[config.mk]
export PLATFORM = sky130hd
export DESIGN_NAME = regfile_wport_arb
export DESIGN_NICKNAME = d
export VERILOG_FILES = /design/src/rtl/regfile_wport_arb_pkg.sv /design/src/rtl/wport_fifo.sv /design/src/rtl/regfile_wport_arb.sv
export SDC_FILE = /design/constraint.sdc
export NUM_CORES = 1
export LEC_CHECK = 0
export BUFFER_PORTS_ARGS = -buffer_cell sky130_fd_sc_hd__buf_2
export CORE_UTILIZATION = 54
export DETAILED_ROUTE_END_ITERATION = 12
export PLACE_DENSITY = 0.92
export SLEW_MARGIN = 40
export SYNTH_ARGS = -nofsm -noshare
export SYNTH_HDL_FRONTEND = slang
export SYNTH_SLANG_ARGS = --single-unit
[constraint.sdc]
create_clock -name clk -period 2.56 [get_ports clk]
set_clock_uncertainty 0.2 [all_clocks]
set_input_delay 0.256 -clock clk [delete_from_list [all_inputs] [get_ports clk]]
set_output_delay 0.256 -clock clk [all_outputs]
set_load 0.01 [all_outputs]
[src/rtl/regfile_wport_arb_pkg.sv]
// Shared types and constants for the GPR write-port arbiter.
// Latency: n/a (types and constants only).
// Backpressure: n/a.
// Contents: GPR address width, default data width, zero-register constant,
// the write-request struct, and a zero-register helper.
package regfile_wport_arb_pkg;

  localparam int GPR_AW    = 5;
  localparam int RF_DATA_W = 32;
  localparam int NUM_GPR   = 1 << GPR_AW;

  localparam logic [GPR_AW-1:0] ZERO_REG = '0;

  // One regfile write request; the default-width form of what the
  // deferred-write buffer holds.
  typedef struct packed {
    logic                 we;
    logic [GPR_AW-1:0]    waddr;
    logic [RF_DATA_W-1:0] wdata;
  } wreq_t;

  function automatic logic is_zero_reg(input logic [GPR_AW-1:0] addr);
    return addr == ZERO_REG;
  endfunction

endpackage

[src/rtl/wport_fifo.sv]
// Deferred-write buffer: DEPTH-entry FIFO of write requests, head visible combinationally.
// Latency: a pushed entry becomes the head one cycle after its push edge.
// Backpressure: full/empty flags only; the caller must not push when full or pop when empty.
// Ports: clk, resetn (async active-low), push/push_dat, pop, head_dat, full, empty.
module wport_fifo
  import regfile_wport_arb_pkg::*;
#(
  parameter int  DEPTH = 2,
  parameter type T     = wreq_t
) (
  input  logic clk,
  input  logic resetn,
  input  logic push,
  input  T     push_dat,
  input  logic pop,
  output T     head_dat,
  output logic full,
  output logic empty
);

  localparam int PW = (DEPTH > 1) ? $clog2(DEPTH) : 1;
  localparam int CW = $clog2(DEPTH + 1);

  T              mem_q [DEPTH];
  T              mem_d [DEPTH];
  logic [PW-1:0] wr_ptr_q, wr_ptr_d;
  logic [PW-1:0] rd_ptr_q, rd_ptr_d;
  logic [CW-1:0] count_q,  count_d;

  // DEPTH is a power of two, so pointers wrap naturally; a single-entry
  // buffer keeps both pointers pinned at zero.
  function automatic logic [PW-1:0] ptr_inc(input logic [PW-1:0] p);
    return (DEPTH == 1) ? '0 : p + 1'b1;
  endfunction

  always_comb begin
    mem_d    = mem_q;
    wr_ptr_d = wr_ptr_q;
    rd_ptr_d = rd_ptr_q;
    if (push) begin
      mem_d[wr_ptr_q] = push_dat;
      wr_ptr_d        = ptr_inc(wr_ptr_q);
    end
    if (pop) begin
      rd_ptr_d = ptr_inc(rd_ptr_q);
    end
    count_d = count_q + CW'(push) - CW'(pop);
  end

  always_ff @(posedge clk or negedge resetn) begin
    if (!resetn) begin
      for (int i = 0; i < DEPTH; i++) mem_q[i] <= '0;
      wr_ptr_q <= '0;
      rd_ptr_q <= '0;
      count_q  <= '0;
    end else begin
      mem_q    <= mem_d;
      wr_ptr_q <= wr_ptr_d;
      rd_ptr_q <= rd_ptr_d;
      count_q  <= count_d;
    end
  end

  assign head_dat = mem_q[rd_ptr_q];
  assign full     = (count_q == CW'(DEPTH));
  assign empty    = (count_q == '0);

endmodule

[src/rtl/regfile_wport_arb.sv]
// GPR write-port arbiter (WB > buffered LU > direct LU) plus long-latency pending scoreboard and ID stall.
// Latency: WB 0 cycles; LU 0 cycles via bypass when port idle and buffer empty, else >=1 cycle in FIFO order.
// Backpressure: WB never stalled; lu_ready low while the buffer is full; stallreq holds ID on RAW/WAW against pending LU writes.
// Optional feature: REGFILE_WPORT_BYPASS_EN enables the direct LU-to-port path.
// Ports: clk/resetn; wb_*; lu_issue/lu_rd; lu_valid/lu_ready/lu_waddr/lu_wdata; rf_*; ren*/raddr*; id_wen/id_waddr; stallreq.
module regfile_wport_arb
  import regfile_wport_arb_pkg::*;
#(
  parameter int DEPTH  = 2,
  parameter int DATA_W = RF_DATA_W
) (
  input  logic              clk,
  input  logic              resetn,
  input  logic              wb_we,
  input  logic [GPR_AW-1:0] wb_waddr,
  input  logic [DATA_W-1:0] wb_wdata,
  input  logic              lu_issue,
  input  logic [GPR_AW-1:0] lu_rd,
  input  logic              lu_valid,
  input  logic [GPR_AW-1:0] lu_waddr,
  input  logic [DATA_W-1:0] lu_wdata,
  output logic              lu_ready,
  output logic              rf_we,
  output logic [GPR_AW-1:0] rf_waddr,
  output logic [DATA_W-1:0] rf_wdata,
  input  logic              ren1,
  input  logic [GPR_AW-1:0] raddr1,
  input  logic              ren2,
  input  logic [GPR_AW-1:0] raddr2,
  input  logic              id_wen,
  input  logic [GPR_AW-1:0] id_waddr,
  output logic              stallreq
);

  // Same layout as wreq_t, sized by this instance's DATA_W.
  typedef struct packed {
    logic              we;
    logic [GPR_AW-1:0] waddr;
    logic [DATA_W-1:0] wdata;
  } req_t;

  req_t               push_req, head_req;
  logic               fifo_full, fifo_empty;
  logic               lu_acc, push, pop, lu_src;
  logic [NUM_GPR-1:0] pending_q, pending_d;
`ifdef REGFILE_WPORT_BYPASS_EN
  logic               lu_direct;
`endif

  // Handshake and buffer control. lu_ready looks only at the registered
  // count, so a pop in a full cycle does not open a slot until next cycle.
  always_comb begin
    lu_ready = !fifo_full;
    lu_acc   = lu_valid && !fifo_full;
`ifdef REGFILE_WPORT_BYPASS_EN
    lu_direct = lu_acc && !wb_we && fifo_empty;
    push      = lu_acc && !lu_direct;
`else
    push      = lu_acc;
`endif
    pop            = !wb_we && !fifo_empty;
    push_req.we    = !is_zero_reg(lu_waddr);
    push_req.waddr = lu_waddr;
    push_req.wdata = lu_wdata;
  end

  wport_fifo #(
    .DEPTH (DEPTH),
    .T     (req_t)
  ) u_fifo (
    .clk      (clk),
    .resetn   (resetn),
    .push     (push),
    .push_dat (push_req),
    .pop      (pop),
    .head_dat (head_req),
    .full     (fifo_full),
    .empty    (fifo_empty)
  );

  // Write-port priority mux; lu_src marks an LU-sourced write so the
  // scoreboard only retires bits for results it was actually waiting on.
  always_comb begin
    rf_we    = 1'b0;
    rf_waddr = wb_waddr;
    rf_wdata = wb_wdata;
    lu_src   = 1'b0;
    if (wb_we) begin
      rf_we = !is_zero_reg(wb_waddr);
    end else if (!fifo_empty) begin
      rf_we    = head_req.we;
      rf_waddr = head_req.waddr;
      rf_wdata = head_req.wdata;
      lu_src   = 1'b1;
`ifdef REGFILE_WPORT_BYPASS_EN
    end else if (lu_direct) begin
      rf_we    = !is_zero_reg(lu_waddr);
      rf_waddr = lu_waddr;
      rf_wdata = lu_wdata;
      lu_src   = 1'b1;
`endif
    end
  end

  // Scoreboard: the set is applied after the clear so a new issue to the
  // register retiring this cycle stays pending.
  always_comb begin
    pending_d = pending_q;
    if (lu_src && rf_we) pending_d[rf_waddr] = 1'b0;
    if (lu_issue && !is_zero_reg(lu_rd)) pending_d[lu_rd] = 1'b1;
    pending_d[ZERO_REG] = 1'b0;
  end

  always_ff @(posedge clk or negedge resetn) begin
    if (!resetn) pending_q <= '0;
    else         pending_q <= pending_d;
  end

  always_comb begin
    stallreq = (ren1   && !is_zero_reg(raddr1)   && pending_q[raddr1])
            || (ren2   && !is_zero_reg(raddr2)   && pending_q[raddr2])
            || (id_wen && !is_zero_reg(id_waddr) && pending_q[id_waddr]);
  end

endmodule

**Word-level counts from Yosys, hierarchy flattened**

Cells that the tools add are included.

- Bits in registers: 111
- Input port bits: 102
- Output and inout port bits: 40

- Add/sub/neg operators: 4
- Magnitude comparators: 10
- Eq/ne operators: 1
- Muxes and demuxes: 26
- Bitwise operators: 5
- Reduce and logical (&&, ||, !) cells: 31

Operators with widths:

| operator | count |
|---|---|
| 2-to-1 mux 38 bit | 4 |
| 2-to-1 mux 32 bit | 4 |
| bitwise mux 76 bit | 1 |
| demux 38 bit (select 1 bit) | 1 |
| AND 32 bit | 1 |
| inverter 32 bit | 1 |
| bitwise OR 32 bit | 1 |
| zero test 5 bit | 6 |
| < comparator 5 x 6 -> 1 bit (second input constant) | 5 |
| binary-select mux 1 bit (select 5 bit) | 3 |
| logical AND 1 bit | 13 |
| demux 1 bit (select 5 bit) | 2 |
| greater-or-equal comparator 5 x 1 -> 1 bit (second input constant) | 2 |
| 2-to-1 mux 5 bit | 2 |
| zero test 1 bit | 9 |
| 2-to-1 mux 1 bit | 9 |
| greater-or-equal comparator 2 bit (second input constant) | 2 |
| inverter 1 -> 2 bit | 2 |
| adder 1 bit (second input constant) | 2 |
| adder 2 x 1 -> 2 bit | 1 |
| equality test 2 bit (second input constant) | 1 |
| zero test 2 bit | 1 |
| logical OR 1 bit | 2 |
| < comparator 2 x 1 -> 1 bit (second input constant) | 1 |
| subtractor 2 x 1 -> 2 bit | 1 |

**Depth between registers and ports, before layout**

- Word-level depth: 15
- Gate-level depth with buffers: 10

**Modules after synthesis**

Synthesis repeated with hierarchy kept, for this count alone.

- Cells, all modules: 484
- Area, all modules: 6,169.7 um2

By module, submodules not included:

| module | times used | cells an instance | area an instance (um2) | seq. area each (um2) |
|---|---|---|---|---|
| wport_fifo | 1 | 218 | 3,544.6 | 2,001.9 |
| regfile_wport_arb | 1 | 266 | 2,625.0 | 775.7 |

**Worst setup path after synthesis**

OpenSTA, ideal clock, no wires.

- Kind: register -> register
- Start: reg u_fifo.count_q[1]
- End: reg u_fifo.count_q[1]
- Data arrival time: 2.009 ns
- Setup slack: 0.229 ns
- Stages on the path, launching flop included: 11
- Cells stage by stage: dfrtp_1 > o21bai_1 > buf_6 > clkbuf_1 > clkbuf_1 > inv_1 > ha_1 > inv_1 > ha_1 > xnor2_1 > xnor2_1

- Word-level cells in the longest chain between the ends: 5
- Elaborated cells on any way between the ends: 8
- Classes of those cells: add/sub: 2; eq/ne: 1; reduce/logical: 5

Ends and longest elaborated chain:

| what | RTL line | text |
|---|---|---|
| from (decl) | wport_fifo.sv:28 | `logic [CW-1:0] count_q, count_d;` |
| from (signal assigned) | wport_fifo.sv:60 | `count_q <= count_d;` |
| equality test 2 bit | wport_fifo.sv:65 | `assign full = (count_q == CW'(DEPTH));` |
| zero test 1 bit | regfile_wport_arb.sv:54 | `lu_acc = lu_valid && !fifo_full;` |
| logical AND 1 bit | regfile_wport_arb.sv:54 |  |
| adder 2 x 1 -> 2 bit | wport_fifo.sv:47 | `count_d = count_q + CW'(push) - CW'(pop);` |
| subtractor 2 x 1 -> 2 bit * | wport_fifo.sv:47 |  |
| via u_fifo.count_d[1] | wport_fifo.sv:28 |  |

Mark *: on every way through the listed nets, which the timed path passes. The rest lies on a longest branch.
A chain may end at the register's enable or synchronous reset.

**Final worst setup path**

- Start: reg pending_q[27]
- End: out stallreq

- Word-level cells in the longest chain between the ends: 5
- Elaborated cells on any way between the ends: 11
- Classes of those cells: mux: 6; reduce/logical: 5

Ends and longest elaborated chain:

| what | RTL line | text |
|---|---|---|
| from (decl) | regfile_wport_arb.sv:45 | `logic [NUM_GPR-1:0] pending_q, pending_d;` |
| from (signal assigned) | regfile_wport_arb.sv:116 | `else pending_q <= pending_d;` |
| binary-select mux 1 bit (select 5 bit) (on tied branches) | regfile_wport_arb.sv:120, regfile_wport_arb.sv:121 |  |
| 2-to-1 mux 1 bit (on tied branches) | regfile_wport_arb.sv:120, regfile_wport_arb.sv:121 |  |
| logical AND 1 bit (on tied branches) | regfile_wport_arb.sv:120, regfile_wport_arb.sv:121 |  |
| logical OR 1 bit | regfile_wport_arb.sv:121 | `\|\| (ren2 && !is_zero_reg(raddr2) && pending_q[raddr2])` |
| logical OR 1 bit * | regfile_wport_arb.sv:122 | `\|\| (id_wen && !is_zero_reg(id_waddr) && pending_q[id_waddr]);` |
| to (decl) | regfile_wport_arb.sv:32 | `output logic stallreq` |

Every way passes the cells marked *; elsewhere a longest branch is shown, timed or not. The select of a mux whose other input is x is not followed.

==> impl_metrics.ini <==
[outcome]
status = complete, but fails checks
violations = setup timing

[synthesis]
synth_cell_types = 39
yosysSeqAreaShare = 0.462
yosysMostFrequentCell = dfrtp_1
ys_ff_latch = 111
synthArstFlopShare = 1.00
synth_fp_nets = 615
postSynthAreaPerCell_sq_um = 11.8
synth_area_leaders = dfrtp_1, mux2_2, mux2i_1, o21ai_0, mux4_1
synth_cells = 511
synthTopCellsByCount = dfrtp_1, o21ai_0, mux2_2
synth_edf_count = 0
synth_area_sq_mm = 0.00602
yosysTopAreaCell = dfrtp_1
synth_top_area_share = 0.462
synth_ff_type = dfrtp_1
yosysWarnings = 0

[final_layout]
layout-drive-gt1-share = 0.396
final_cell_area_sq_mm = 0.00754
fin_util = 0.696
final-seq-area_sq_mm = 0.00278
nets = 791
multi_input_comb_area_sq_mm = 0.00306
layoutNonFillerInstCount = 832
areaGrowthSynthToFinish_pct = 25.4
fillers = 744
diodes = 0

[sta]
min_period_over_period = 1.03
max_slew_margin = 0.600
min_period_ps = 2630
setup_slack_ps = -68.2
tightest_slew_ps = 600
max_clock_freq_mhz = 380
hold_viol = 0
rsz0062_at_grt = true
setup_viol = 1
drv_slew = 0

[setup_path]
cp-start-kind = register
critPathCaptureType = output port
r2r_slack_ps = 100
cp_max_fo = 3
arrival_ps = 2170
worst_ep_required_time_ps = 2100
slowest_delay_ps = 490
cp_cell_sequence = mux4_2, mux4_2, o211ai_2, o211ai_2, buf_2
cpMaxStageDelayCell = mux4_2
worstSetupPathType = register to output port

[die]
dieArea_sq_mm = 0.0116
die_w_microns = 108
num_rows = 38
die_height_microns = 108
start_util = 0.555
io_pins = 142
core-area_sq_mm = 0.0108

[placement]
dp_hpwl_microns = 10800
place_inst = 770
dpl-instance-area_sq_mm = 0.00687
io_buffers = 141
gp_congestion = 0.920
post-place-ws_ps = 78.1

[run]
drv_cap = 0

[grt]
grt_pass1_vias = 5107
track_usage = 0.287
grt_pass1_wl_microns = 25400
antenna_found_initial = 0
grt_max_degree = 63
globalRouteOverflowTotal = 0

[detailed_routing]
vias = 4950
drcViolationCount = 0
viasPerCell = 5.95
postRouteAntennaNets = 0
drt_iter0_markers = 375
routed_wl_microns = 15800
wire_per_inst_microns = 19.0
drtPass1Iterations = 5

[clock_tree]
clk_latency_ps = 380
clock_sinks = 111
cts_tree = built
cts_buffers = 9
h-tree-depth = 3
ctsLongestPathBuffers = 2
clk_pin_slew_worst_paths_ps = 100
cts_root_buf = clkbuf_8

[power_and_ir_drop]
irDropWorstVdd_uv = 646
p_leak_nw = 3.46
power_density_mw_per_mm2 = 1090

[worst_hold_path]
hold_class = input pin to register
==> power by group <==
part / internal, mW / total (mW) / switching, mW / leakage [nW]
Combinational: 1.96 / 3.74 / 1.78 / 2.05
Sequential: 2.65 / 3.34 / 0.693 / 1.31
Clock: 0.554 / 1.15 / 0.594 / 0.104
==> critical path, delay by kind of cell, from the launching register on <==
| kind | cells | cell delay (ps) |
|---|---|---|
| muxes | 2 | 970 |
| DFF | 1 | 430 |
| AOI/OAI and AO/OA | 2 | 240 |
| buffers and inverters | 1 | 150 |
==> sequential cells by signal, indices dropped and copies added (netlist names) <==
name             cells
u_fifo.rd_ptr_q      1
u_fifo.count_q       2
pending_q           31
u_fifo.mem_q        76
u_fifo.wr_ptr_q      1
==> metrics by stage <==
stage / hold WS, ps / TNS, ps / total power, mW
final: 49.5 / -68.2 / 8.23
after global routing: 58.1 / -156 / 8.70
after CTS: 52.6 / -87.8 / 8.13
after detailed placement: 87.4 / 0 / 6.89
after global placement: 76.1 / 0 / 6.64
after floorplan: -240 / 0 / 5.72
==> metal layers <==
metal	part of all wire	track usage
met5	0	0
met4	0.027	0.118
met3	0.063	0.0551
met2	0.53	0.511
met1	0.38	0.337
==> logic make-up after synthesis <==
| logic type | after synthesis | share of synthesized area |
|---|---|---|
| AO/OA/AOI/OAI | 112 | 0.105 |
| XOR/XNOR | 4 | 0.00582 |
| adder cells (fa/ha/maj) | 2 | 0.00416 |
| buffers and inverters | 42 | 0.0337 |
| flip-flops | 111 | 0.462 |
| multiplexers | 157 | 0.322 |
| AND/OR/NAND/NOR | 83 | 0.0678 |
==> timing repair <==
item / in CTS / in global routing
gates resized for setup: 1 / 5
hold buffers: 41 / 0
hold endpoints to repair: 121 / 0
gates cloned: 0 / 0
setup endpoints to repair: 2 / 7
buffers inserted: 4 / 1
==> path summary, 6_finish.rpt <==
path                                                    from                           end  cells past startpoint
min in group asynchronous                             resetn  u_fifo.mem_q[51]$_DFFE_PN0P_                      2
worst min-delay path                                lu_valid   u_fifo.wr_ptr_q$_DFFE_PN0P_                      3
worst min register to register  u_fifo.mem_q[48]$_DFFE_PN0P_  u_fifo.mem_q[48]$_DFFE_PN0P_                      1
max in group asynchronous                             resetn  u_fifo.mem_q[68]$_DFFE_PN0P_                      3
worst max register to register   u_fifo.count_q[0]$_DFF_PN0_        pending_q[1]$_DFF_PN0_                      6
worst max-delay path                 pending_q[27]$_DFF_PN0_                      stallreq                      5
==> cell usage in the layout (no fill, tap or decap), types with 3 or more instances in the layout <==
master and n:
buf_12 3, a22oi_1 3, inv_1 10, clkbuf_8 9, mux4_2 8, dlygate4sd3_1 41, a311oi_1 3, o21ai_0 87
xnor2_1 4, nand3_1 13, o41ai_1 6, nor2_1 6, o21ai_1 5, and3_1 3, buf_2 140, mux2i_1 56
mux4_1 8, nand2_1 41, mux2_2 82, buf_4 10, nand3b_1 6, dfrtp_1 110
==> area by class of cell <==
| cell class | instances | area share |
|---|---|---|
| multi-input cells | 358 | 0.406 |
| flip-flops and latches | 111 | 0.368 |
| repair buffers | 196 | 0.169 |
| well taps | 140 | 0.0232 |
| clock buffers | 11 | 0.0174 |
| clock inverters | 5 | 0.0108 |
| inverters | 11 | 0.00547 |
No activity file was read; power rests on OpenSTA's default activity.
